### src/rtl/student_fir_pkg.sv
// rtl/student_fir_pkg.sv - shared types and shift/saturate helper for the FIR slice driver
package student_fir_pkg;

    localparam int SF_DATA_SIZE = 16;

    typedef enum logic [1:0] {
        DRV_IDLE,
        DRV_STROBE,
        DRV_WAIT
    } drv_state_t;

    // Arithmetic shift of the wide accumulator, clamped to the signed sample range
    function automatic logic [SF_DATA_SIZE-1:0] sat_shift(
        input logic signed [2*SF_DATA_SIZE-1:0] y,
        input int                               sh
    );
        logic signed [2*SF_DATA_SIZE-1:0] t;
        logic signed [2*SF_DATA_SIZE-1:0] sat_max;
        logic signed [2*SF_DATA_SIZE-1:0] sat_min;
        sat_max = {{(SF_DATA_SIZE+1){1'b0}}, {(SF_DATA_SIZE-1){1'b1}}};
        sat_min = {{(SF_DATA_SIZE+1){1'b1}}, {(SF_DATA_SIZE-1){1'b0}}};
        t = y >>> sh;
        if (t > sat_max) begin
            return {1'b0, {(SF_DATA_SIZE-1){1'b1}}};
        end else if (t < sat_min) begin
            return {1'b1, {(SF_DATA_SIZE-1){1'b0}}};
        end
        return t[SF_DATA_SIZE-1:0];
    endfunction

endpackage

### src/rtl/student_fir_driver.sv
// rtl/student_fir_driver.sv - strobe-protocol driver for one FIR slice with result capture and timeout
// Optional statistics counters enabled by STUDENT_FIR_DRIVER_STATS_EN.
module student_fir_driver
    import student_fir_pkg::*;
#(
    parameter int DATA_SIZE      = SF_DATA_SIZE,
    parameter int OUT_SHIFT      = 15,
    parameter int TIMEOUT_CYCLES = 4096
) (
    input  logic                   clk_i,
    input  logic                   rst_ni,
    input  logic                   s_valid_i,
    input  logic [DATA_SIZE-1:0]   s_data_i,
    output logic                   s_ready_o,
    output logic [DATA_SIZE-1:0]   fir_sample_o,
    output logic                   fir_valid_strobe_o,
    input  logic                   fir_valid_strobe_i,
    input  logic                   fir_compute_finished_i,
    input  logic [2*DATA_SIZE-1:0] fir_y_i,
    input  logic [DATA_SIZE-1:0]   fir_shift_i,
    output logic                   m_valid_o,
    output logic [DATA_SIZE-1:0]   m_data_o,
    output logic [DATA_SIZE-1:0]   m_shift_o,
    input  logic                   m_ready_i,
    output logic                   busy_o,
    output logic                   timeout_err_o,
    input  logic                   clear_err_i
`ifdef STUDENT_FIR_DRIVER_STATS_EN
    ,
    output logic [31:0]            sample_cnt_o,
    output logic [31:0]            sat_cnt_o,
    output logic [15:0]            to_cnt_o
`endif
);

    localparam int CNT_W = $clog2(TIMEOUT_CYCLES);

    drv_state_t             r_state;
    drv_state_t             w_state_nxt;
    logic [CNT_W-1:0]       r_cnt;
    logic [DATA_SIZE-1:0]   r_sample;
    logic                   r_m_valid;
    logic [DATA_SIZE-1:0]   r_m_data;
    logic [DATA_SIZE-1:0]   r_m_shift;
    logic                   r_err;
    logic                   w_done;
    logic                   w_cnt_last;
    logic                   w_capture;
    logic                   w_timeout;
    logic                   w_accept;

    assign w_done     = fir_valid_strobe_i && fir_compute_finished_i;
    assign w_cnt_last = (r_cnt == CNT_W'(TIMEOUT_CYCLES - 1));
    assign w_capture  = (r_state == DRV_WAIT) && w_done;
    assign w_timeout  = (r_state == DRV_WAIT) && !w_done && w_cnt_last;
    assign w_accept   = s_valid_i && s_ready_o;

    always_ff @(posedge clk_i or negedge rst_ni) begin
        if (!rst_ni) begin
            r_state <= DRV_IDLE;
        end else begin
            r_state <= w_state_nxt;
        end
    end

    always_comb begin
        w_state_nxt = r_state;
        case (r_state)
            DRV_IDLE:   if (w_accept) w_state_nxt = DRV_STROBE;
            DRV_STROBE: w_state_nxt = DRV_WAIT;
            DRV_WAIT:   if (w_capture || w_timeout) w_state_nxt = DRV_IDLE;
            default:    w_state_nxt = DRV_IDLE;
        endcase
    end

    // Ready is gated by reset so every output reads 0 while held in reset
    always_comb begin
        s_ready_o          = 1'b0;
        fir_valid_strobe_o = 1'b0;
        busy_o             = (r_state != DRV_IDLE);
        case (r_state)
            DRV_IDLE:   s_ready_o = rst_ni && (!r_m_valid || m_ready_i);
            DRV_STROBE: fir_valid_strobe_o = 1'b1;
            default:    ;
        endcase
    end

    always_ff @(posedge clk_i or negedge rst_ni) begin
        if (!rst_ni) begin
            r_sample  <= '0;
            r_cnt     <= '0;
            r_m_valid <= 1'b0;
            r_m_data  <= '0;
            r_m_shift <= '0;
            r_err     <= 1'b0;
        end else begin
            if (w_accept) begin
                r_sample <= s_data_i;
            end
            if (r_state == DRV_STROBE) begin
                r_cnt <= '0;
            end else if (r_state == DRV_WAIT) begin
                r_cnt <= r_cnt + CNT_W'(1);
            end
            // A fresh capture overrides the downstream pop in the same cycle
            if (w_capture) begin
                r_m_valid <= 1'b1;
                r_m_data  <= sat_shift(fir_y_i, OUT_SHIFT);
                r_m_shift <= fir_shift_i;
            end else if (r_m_valid && m_ready_i) begin
                r_m_valid <= 1'b0;
            end
            if (w_timeout) begin
                r_err <= 1'b1;
            end else if (clear_err_i) begin
                r_err <= 1'b0;
            end
        end
    end

    assign fir_sample_o  = r_sample;
    assign m_valid_o     = r_m_valid;
    assign m_data_o      = r_m_data;
    assign m_shift_o     = r_m_shift;
    assign timeout_err_o = r_err;

`ifdef STUDENT_FIR_DRIVER_STATS_EN
    logic signed [2*DATA_SIZE-1:0] w_shifted;
    logic                          w_sat;
    logic [31:0]                   r_sample_cnt;
    logic [31:0]                   r_sat_cnt;
    logic [15:0]                   r_to_cnt;

    // Saturation occurs when the bits above the sign position are not all equal
    assign w_shifted = $signed(fir_y_i) >>> OUT_SHIFT;
    assign w_sat     = !(&w_shifted[2*DATA_SIZE-1:DATA_SIZE-1])
                    && (|w_shifted[2*DATA_SIZE-1:DATA_SIZE-1]);

    always_ff @(posedge clk_i or negedge rst_ni) begin
        if (!rst_ni) begin
            r_sample_cnt <= '0;
            r_sat_cnt    <= '0;
            r_to_cnt     <= '0;
        end else begin
            if (r_state == DRV_STROBE) r_sample_cnt <= r_sample_cnt + 32'd1;
            if (w_capture && w_sat)    r_sat_cnt    <= r_sat_cnt + 32'd1;
            if (w_timeout)             r_to_cnt     <= r_to_cnt + 16'd1;
        end
    end

    assign sample_cnt_o = r_sample_cnt;
    assign sat_cnt_o    = r_sat_cnt;
    assign to_cnt_o     = r_to_cnt;
`endif

endmodule

### config.mk
export PLATFORM = sky130hd
export DESIGN_NAME = student_fir_driver
export DESIGN_NICKNAME = d
export VERILOG_FILES = /design/src/rtl/student_fir_pkg.sv /design/src/rtl/student_fir_driver.sv
export SDC_FILE = /design/constraint.sdc
export NUM_CORES = 1
export LEC_CHECK = 0
export CORE_ASPECT_RATIO = 1.2
export CORE_MARGIN = 1
export CORE_UTILIZATION = 45
export CTS_CLUSTER_SIZE = 40
export DETAILED_ROUTE_END_ITERATION = 7
export PLACE_DENSITY = 0.85
export SKIP_LAST_GASP = 1
export SLEW_MARGIN = 5
export SYNTH_ARGS = -nofsm -noshare
export SYNTH_HDL_FRONTEND = slang
export SYNTH_SLANG_ARGS = --single-unit
### constraint.sdc
create_clock -name clk_i -period 3.16 [get_ports clk_i]
set_input_delay 0.948 -clock clk_i [delete_from_list [all_inputs] [get_ports clk_i]]
set_output_delay 0.948 -clock clk_i [all_outputs]
set_load 0.1 [all_outputs]
==> results of run 1 <==
worst max-delay path by stage:
stage / from / endpoint / slack (ns) / cells past startpoint
final: m_ready_i / s_ready_o / 0.27 / 4
after global routing: m_ready_i / s_ready_o / 0.19 / 4
after CTS: m_ready_i / s_ready_o / 0.26 / 4
after detailed placement: m_ready_i / s_ready_o / 0.26 / 4
after global placement: m_ready_i / s_ready_o / 0.26 / 4
after floorplan: m_ready_i / s_ready_o / 0.32 / 2
stage by stage:
stage	hold WS, ns	worst slack [ns]	cells	utilization, %	cell area, µm²
after floorplan	0.485	0.322	215	-	2810
after global placement	0.465	0.257	400	64.1	3850
after detailed placement	0.494	0.256	400	64.1	3850
after CTS	0.445	0.257	416	67.0	4030
after global routing	0.449	0.185	416	67.0	4030
final	0.454	0.265	416	67.0	4030
registers in the layout (all words and copies together) (netlist names):
name           flops
timeout_err_o      1
m_data_o          16
m_shift_o         16
m_valid_o          1
fir_sample_o      16
r_state            2
r_cnt             12
worst register-to-register path, delay by kind of cell, from the launching register on:
| kind | cells | cell delay (ns) |
|---|---|---|
| and+or+nand+nor | 2 | 0.88 |
| adders and majority gates | 1 | 0.55 |
| DFF | 1 | 0.36 |
| AOI/OAI and AO/OA | 1 | 0.15 |
| buffers and inverters | 1 | 0.08 |
layout by cell type (no fill, tap or decap), drive strengths merged, types with 4 or more instances in the layout:
cell           instances
inv                   12
o21ai                  5
buf                   57
clkbuf                10
mux2                  49
nor2                   4
nand3                  6
nand4                  4
a21oi                  5
dfrtp                 64
clkdlybuf4s50         54
o22ai                  6
maj3                  15
clkinv                 4
ha                     4
nand2                  8
final cells by class:
cell class	count	area [µm²]	share of cell area, %
multi-input cells	131	1130	28.0
well taps	82	103	2.55
repair buffers	111	978	24.3
flip-flops and latches	64	1600	39.8
inverters	12	45.0	1.12
clock inverters	6	35.0	0.870
clock buffers	10	138	3.42
metal layers:
metal / wire length, µm / up-vias
met1: 2480 / 1032
met3: 552 / 10
met4: 106 / 0
met5: 0 / -
li1: - / 994
met2: 3030 / 79
cell families (layout without fill, tap and decap cells):
| logic type | Yosys count | in the layout | share of synthesized area (%) |
|---|---|---|---|
| AOI/OAI and AO/OA | 22 | 22 | 4.86 |
| xor gates and xnor gates | 3 | 3 | 0.937 |
| adders and majority gates | 19 | 19 | 7.14 |
| buffers and inverters | 20 | 139 | 2.72 |
| DFF | 64 | 64 | 57.1 |
| muxes | 51 | 51 | 20.4 |
| and+or+nand+nor | 36 | 36 | 6.87 |
==> out/results.ini, run 1 <==
[run_status]
status=finished clean

[global_route]
grt_max_degree=59
use_met1_pct=22.1
grt_antenna_before_repair=0
use_met3_pct=10.7
grt_use_total_pct=19.9
first_global_vias=2164
grt_pass1_wl_um=9620
gr-total-overflow=0
busiest_layer=met2
met2_usage_pct=31.7

[critical_path]
crit_required_ns=2.21
cp-end-kind=output pin
crit_type=in -> out
r2r-end=r_cnt[7]$_DFFE_PN0P_
startpoint_type=input pin
crit_family=buffers and inverters
cp_slowest_stage_delay_ns=0.44
cp_cell_sequence=clkdlybuf4s50_1 -> nand2b_1 -> and3_1 -> buf_12
r2r_setup_slack_ns=1.06
timing.rr.start=r_state[0]$_DFFE_PN0P_
worst-path-max-fanout=4
cp_num_buf_inv=2
rr_worst_depth=5
cp.arrival_ns=1.95
slowest_stage=clkdlybuf4s50_1

[synth]
synthTopCellsByArea=dfrtp_1, mux2_2, maj3_1
seq_area_frac_synth_pct=57.1
ys_types=35
synth-edff-count=0
synthTopCellsByCount=dfrtp_1, mux2_2, maj3_1
syn_area_um2=2810
yosysWarnings=0
synth_top_area_share_pct=57.1
synth-async-reset-ratio_pct=100
yosys.cell_count.top_type=dfrtp_1
syn_area_per_cell_um2=13.0
synth_top_area_cell=dfrtp_1
synth_fp_nets=290
yosys_register_bits=64
synthCells=215
synthFlopType=dfrtp_1

[clock_network]
clock_sink_count=64
cts_setup_buffers=0
cts_hold_buf=0
cts_resized=0
cts_tree=done
cts.htree.levels=3
clockBufferDepth=2
clock_latency_ns=0.34
cts_buffers=9
cts.clk_slew.worst_paths_ns=0.07
clock_tree.root_cell=clkbuf_8

[finish]
finalNetCount=404
area_growth_pct=43.6
nFillCells=456
drive_above_1_share_pct=37.1
antenna_cells=0

[sta]
fin_worst_skew_ns=0.00822
slew_headroom_pct=51.4
fin_crit_ns=2.89
setup_violations=0
period_share_pct=91.6
worst-slew-pin-transition_ns=0.729
final.setup.tns_ns=0
rsz0062_at_grt=no
maxSlewViolCount=0
final-hold-violation-count=0
fmax_ghz=0.345

[floorplan]
io_pins=124
start_util_pct=46.7
fp.dieH_um=88.5
die_w_um=74.1
dieArea_um2=6550
rows=31
coreArea_um2=6010

[place]
gp_congestion=0.794
port_buffers=108
detailed_place_hpwl_um=4420

[routing]
drt_pass1_iterations=4
drc=0
totalWireLength_um=6170
ant_nets=0
routedWlPerCell_um=14.8
drtIter0Drc=111
via_per_inst=5.08
dr_total_vias=2115

[run]
maxCapViolations=0

[hold_path]
hp-class=in -> async

Power of run 1 is not shown: default switching activity piles up to over one toggle a cycle in this logic, so the estimate is an artifact.
==> run 2, diff against run 1 <==
Settings changed: CORE_UTILIZATION 45 to 42, GPL_ROUTABILITY_DRIVEN set to 0, PLACE_DENSITY 0.85 to 0.8.
Clock period 3.16 ns to 2.8 ns, I/O delays scaled along.
==> out/results.ini, run 2 (same netlist as run 1, synthesis figures left out) <==
[run_status]
status=finished clean  ; unchanged

[finish]
finalNetCount=406  ; was 404
mostFrequentLayoutCell=dfrtp_1  ; unchanged
antenna_cells=0  ; unchanged
drive_above_1_share_pct=37.2  ; was 37.1%
area_growth_pct=47.7  ; was 43.6%
multi_input_area_um2=1130  ; unchanged
regArea_um2=1600  ; unchanged
nFillCells=518  ; was 456
final_cell_mix=dfrtp_1, buf_4, clkdlybuf4s50_1  ; unchanged

[routing]
drt_pass1_iterations=4  ; unchanged
via_per_inst=4.97  ; was 5.08
totalWireLength_um=5900  ; was 6170 µm
top_layer_used=met4  ; unchanged
wl_met1_um=2360  ; was 2480 µm
dr_total_vias=2093  ; was 2115
routedWlPerCell_um=14.0  ; was 14.8 µm
met3_length_um=520  ; was 552 µm
drc=0  ; unchanged
ant_nets=0  ; unchanged
wl_met2_um=2870  ; was 3030 µm
drtIter0Drc=119  ; was 111

[clock_network]
clock_latency_ns=0.33  ; was 0.34 ns
cts_buffers=9  ; unchanged
cts_resized=0  ; unchanged
clock_sink_count=64  ; unchanged
clock_tree.root_cell=clkbuf_8  ; unchanged
cts_setup_buffers=0  ; unchanged
cts.clk_slew.worst_paths_ns=0.06  ; was 0.07 ns
cts_hold_buf=0  ; unchanged
cts_tree=done  ; unchanged
clockBufferDepth=2  ; unchanged
cts.htree.levels=3  ; unchanged

[sta]
final-hold-violation-count=0  ; unchanged
setup_violations=0  ; unchanged
rsz0062_at_grt=no  ; unchanged
fin_worst_skew_ns=0.00703  ; was 0.00822 ns
fmax_ghz=0.381
period_share_pct=93.8
fin_crit_ns=2.63
slew_headroom_pct=47.5  ; was 51.4%
final.setup.tns_ns=0  ; unchanged
maxSlewViolCount=0  ; unchanged
worst-slew-pin-transition_ns=0.787  ; was 0.729 ns

[floorplan]
rows=32  ; was 31
io_pins=124  ; unchanged
die_w_um=76.6  ; was 74.1 µm
dieArea_um2=7010  ; was 6550 µm²
fp.dieH_um=91.5  ; was 88.5 µm
start_util_pct=43.5  ; was 46.7%
coreArea_um2=6450  ; was 6010 µm²

[global_route]
grt_antenna_before_repair=0  ; unchanged
grt_use_total_pct=17.9  ; was 19.9%
grt_pass1_wl_um=9690  ; was 9620 µm
grt_max_degree=65  ; was 59
first_global_vias=2176  ; was 2164
gr-total-overflow=0  ; unchanged

[critical_path]
cp_slowest_stage_delay_ns=0.45  ; was 0.44 ns
cp_cell_sequence=clkdlybuf4s50_1 -> nand2b_1 -> and3_1 -> buf_12  ; unchanged
rr_worst_depth=5  ; unchanged
crit_type=in -> out  ; unchanged
crit_required_ns=1.96  ; was 2.21 ns
worst-path-max-fanout=2  ; was 4
cp.arrival_ns=1.79  ; was 1.95 ns
slowest_stage=clkdlybuf4s50_1  ; unchanged
startpoint_type=input pin  ; unchanged
cp-end-kind=output pin  ; unchanged

[hold_path]
hp-class=reg -> reg  ; was in -> async
min_delay_path_depth=2

[place]
port_buffers=108  ; unchanged
detailed_place_hpwl_um=4300  ; was 4420 µm

[run]
maxCapViolations=0  ; unchanged

[run 2: critical path: cells and delay by family]
| family | cells | cell delay, ns |
|---|---|---|
| buffers and inverters | 2 | 0.63 |
| and+or+nand+nor | 2 | 0.31 |
[run 2: cell type report]
cell class | instances | share of cell area (%)
inverter | 12 | 1.09
clock buffer | 11 | 3.41
multi-input combinational | 131 | 27.2
sequential | 64 | 38.6
clock inverter | 5 | 2.51
tap | 85 | 2.57
timing repair buffer | 113 | 24.6
[run 2: metrics by stage]
| step | area [µm²] | setup WS (ns) | instances | hold slack [ns] | utilization (%) |
|---|---|---|---|---|---|
| 5_1_grt | 4140 | 0.111 | 421 | 0.513 | 64.3 |
| 2_1_floorplan | 2810 | 0.153 | 215 | 0.485 | - |
| 3_5_place_dp | 3900 | 0.172 | 405 | 0.478 | 60.5 |
| 4_1_cts | 4140 | 0.172 | 421 | 0.496 | 64.3 |
| 3_3_place_gp | 3900 | 0.184 | 405 | 0.463 | 60.5 |
| 6_report | 4140 | 0.173 | 421 | 0.490 | 64.3 |
[run 2: final timing paths]
kind                       slack, ns                     start                           to
min in group asynchronous       0.73                    rst_ni  fir_sample_o[4]$_DFFE_PN0P_
setup / recovery                0.17                 m_ready_i                    s_ready_o
setup reg to reg                0.75    r_state[1]$_DFFE_PN0P_         r_cnt[7]$_DFFE_PN0P_
hold reg to reg                 0.49  m_data_o[15]$_DFFE_PN0P_     m_data_o[15]$_DFFE_PN0P_
max in group asynchronous       1.55                    rst_ni      m_data_o[6]$_DFFE_PN0P_
hold / removal                  0.49  m_data_o[15]$_DFFE_PN0P_     m_data_o[15]$_DFFE_PN0P_
[run 2: metal layers]
| layer | vias up | GRT usage [%] |
|---|---|---|
| met5 | - | 0 |
| met3 | 11 | 6.83 |
| met4 | 0 | 9.78 |
| met1 | 1004 | 19.7 |
| met2 | 81 | 29.5 |
| li1 | 997 | - |
Power of run 2 is left out for the same reason.
==> run 3, diff against run 2 <==
--- a/config.mk
+++ b/config.mk
@@ -8,9 +8,9 @@
 export CORE_ASPECT_RATIO = 1.2
 export CORE_MARGIN = 1
-export CORE_UTILIZATION = 42
+export CORE_UTILIZATION = 38
 export CTS_CLUSTER_SIZE = 40
 export DETAILED_ROUTE_END_ITERATION = 7
 export GPL_ROUTABILITY_DRIVEN = 0
-export PLACE_DENSITY = 0.8
+export PLACE_DENSITY = 0.77
 export SKIP_LAST_GASP = 1
 export SLEW_MARGIN = 5
==> constraint.sdc (replaced) <==
create_clock -name clk_i -period 2.4 [get_ports clk_i]
set_input_delay 0.6 -clock clk_i [delete_from_list [all_inputs] [get_ports clk_i]]
set_output_delay 0.6 -clock clk_i [all_outputs]
set_load 0.1 [all_outputs]
==> out/results.ini, run 3 (same netlist as run 1, synthesis figures left out) <==
[global_route]
use_met3_pct=4.55  ; was 6.83%
grt_max_degree=47  ; was 65
busiest_layer=met2  ; unchanged
grt_pass1_wl_um=9930  ; was 9690 µm
grt_antenna_before_repair=0  ; unchanged
met2_usage_pct=30.6  ; was 29.5%
gr-total-overflow=0  ; unchanged
use_met1_pct=18.2  ; was 19.7%
first_global_vias=2221  ; was 2176
grt_use_total_pct=17.0  ; was 17.9%

[floorplan]
start_util_pct=40.2  ; was 43.5%
coreArea_um2=6980  ; was 6450 µm²
rows=33  ; was 32
fp.dieH_um=96.1  ; was 91.5 µm
dieArea_um2=7730  ; was 7010 µm²
die_w_um=80.4  ; was 76.6 µm
io_pins=124  ; unchanged

[clock_network]
cts.clk_slew.worst_paths_ns=0.07  ; was 0.06 ns
clock_sink_count=64  ; unchanged
cts_setup_buffers=0  ; unchanged
cts_hold_buf=0  ; unchanged
cts_resized=0  ; unchanged
cts_buffers=9  ; unchanged
cts.htree.levels=3  ; unchanged
clock_tree.root_cell=clkbuf_8  ; unchanged
clock_latency_ns=0.33  ; about the same
cts_tree=done  ; unchanged
clockBufferDepth=2  ; unchanged

[routing]
routedWlPerCell_um=14.6  ; was 14.0 µm
drt_pass1_iterations=4  ; unchanged
ant_nets=0  ; unchanged
dr_total_vias=2121  ; was 2093
drc=0  ; unchanged
via_per_inst=4.99  ; was 4.97
totalWireLength_um=6200  ; was 5900 µm
drtIter0Drc=70  ; was 119

[critical_path]
worst-path-max-fanout=4  ; was 2
cp_cell_sequence=clkdlybuf4s50_1 -> nand2b_1 -> and3_2 -> buf_12  ; was clkdlybuf4s50_1 -> nand2b_1 -> and3_1 -> buf_12
crit_type=in -> out  ; unchanged
r2r_setup_slack_ns=0.52  ; was 0.75 ns
cp_slowest_stage_delay_ns=0.44  ; was 0.45 ns
slowest_stage=clkdlybuf4s50_1  ; unchanged
cp.arrival_ns=1.60  ; was 1.79 ns
timing.rr.start=r_cnt[0]$_DFFE_PN0P_  ; was r_state[1]$_DFFE_PN0P_
cp-end-kind=output pin  ; unchanged
rr_worst_depth=5  ; unchanged
r2r-end=r_state[1]$_DFFE_PN0P_  ; was r_cnt[7]$_DFFE_PN0P_
crit_required_ns=1.80  ; was 1.96 ns
crit_family=buffers and inverters  ; unchanged
startpoint_type=input pin  ; unchanged
cp_num_buf_inv=2  ; unchanged

[sta]
setup_violations=0  ; unchanged
slew_headroom_pct=61.8  ; was 47.5%
fmax_ghz=0.455
final-hold-violation-count=0  ; unchanged
maxSlewViolCount=0  ; unchanged
worst-slew-pin-transition_ns=0.573  ; was 0.787 ns
rsz0062_at_grt=no  ; unchanged
fin_worst_skew_ns=0.00636  ; was 0.00703 ns
period_share_pct=91.5
final.setup.tns_ns=0  ; unchanged
fin_crit_ns=2.20

[finish]
antenna_cells=0  ; unchanged
nFillCells=595  ; was 518
finalNetCount=408  ; was 406
drive_above_1_share_pct=37.3  ; was 37.2%
mostFrequentLayoutCell=dfrtp_1  ; unchanged
final_cell_mix=dfrtp_1, buf_4, clkdlybuf4s50_1  ; unchanged
area_growth_pct=46.5  ; was 47.7%

[place]
detailed_place_hpwl_um=4430  ; was 4300 µm
port_buffers=108  ; unchanged

[hold_path]
hp-class=in -> async  ; was reg -> reg

[run_status]
status=finished clean  ; unchanged

[run]
maxCapViolations=0  ; unchanged

run 3: cell types whose count changed in the layout (fill, tap and decap cells not counted), sizes merged:
cell / delta
buf: +2
clkbuf: +1
bufinv: -2
clkinv: +1
run 3: through the flow:
stage               utilization, %  instance area [µm²]  std cells  setup WS, ns  hold slack [ns]
floorplan                        -                 2810        215         0.245            0.304
global placement              56.3                 3930        409         0.214            0.466
detailed placement            56.3                 3930        409         0.199            0.473
CTS                           58.9                 4110        425         0.199            0.267
global route                  58.9                 4110        425         0.174            0.274
finish                        58.9                 4110        425         0.203            0.262
run 3: worst register-to-register path: stages (launching register included):
cell and delay, ns:
dfrtp_1 0.39, ha_1 0.30, nand4_1 0.12, or4_4 0.47
a21oi_2 0.16, mux2_1 0.32
run 3: final cells by class:
| class | count | area (µm²) | area share, % |
|---|---|---|---|
| clock inverters | 4 | 45.0 | 1.10 |
| well taps | 87 | 109 | 2.65 |
| inverters | 12 | 45.0 | 1.10 |
| multi-input cells | 131 | 1130 | 27.5 |
| clock buffers | 12 | 135 | 3.29 |
| repair buffers | 115 | 1050 | 25.4 |
| flip-flops and latches | 64 | 1600 | 39.0 |
run 3: metal layers:
| layer | vias to the layer above | wire [µm] |
|---|---|---|
| li1 | 995 | - |
| met1 | 1038 | 2380 |
| met2 | 75 | 3290 |
| met3 | 13 | 396 |
| met4 | 0 | 142 |
| met5 | - | 0 |
run 3: worst max path at each step:
| stage | from | to | depth (start not counted) |
|---|---|---|---|
| CTS | m_ready_i | s_ready_o | 4 |
| floorplan | m_valid_o$_DFFE_PN0P_ | s_ready_o | 2 |
| detailed placement | m_ready_i | s_ready_o | 4 |
| global route | m_ready_i | s_ready_o | 4 |
| global placement | m_ready_i | s_ready_o | 4 |
| finish | m_ready_i | s_ready_o | 4 |
Power of run 3 is left out for the same reason.
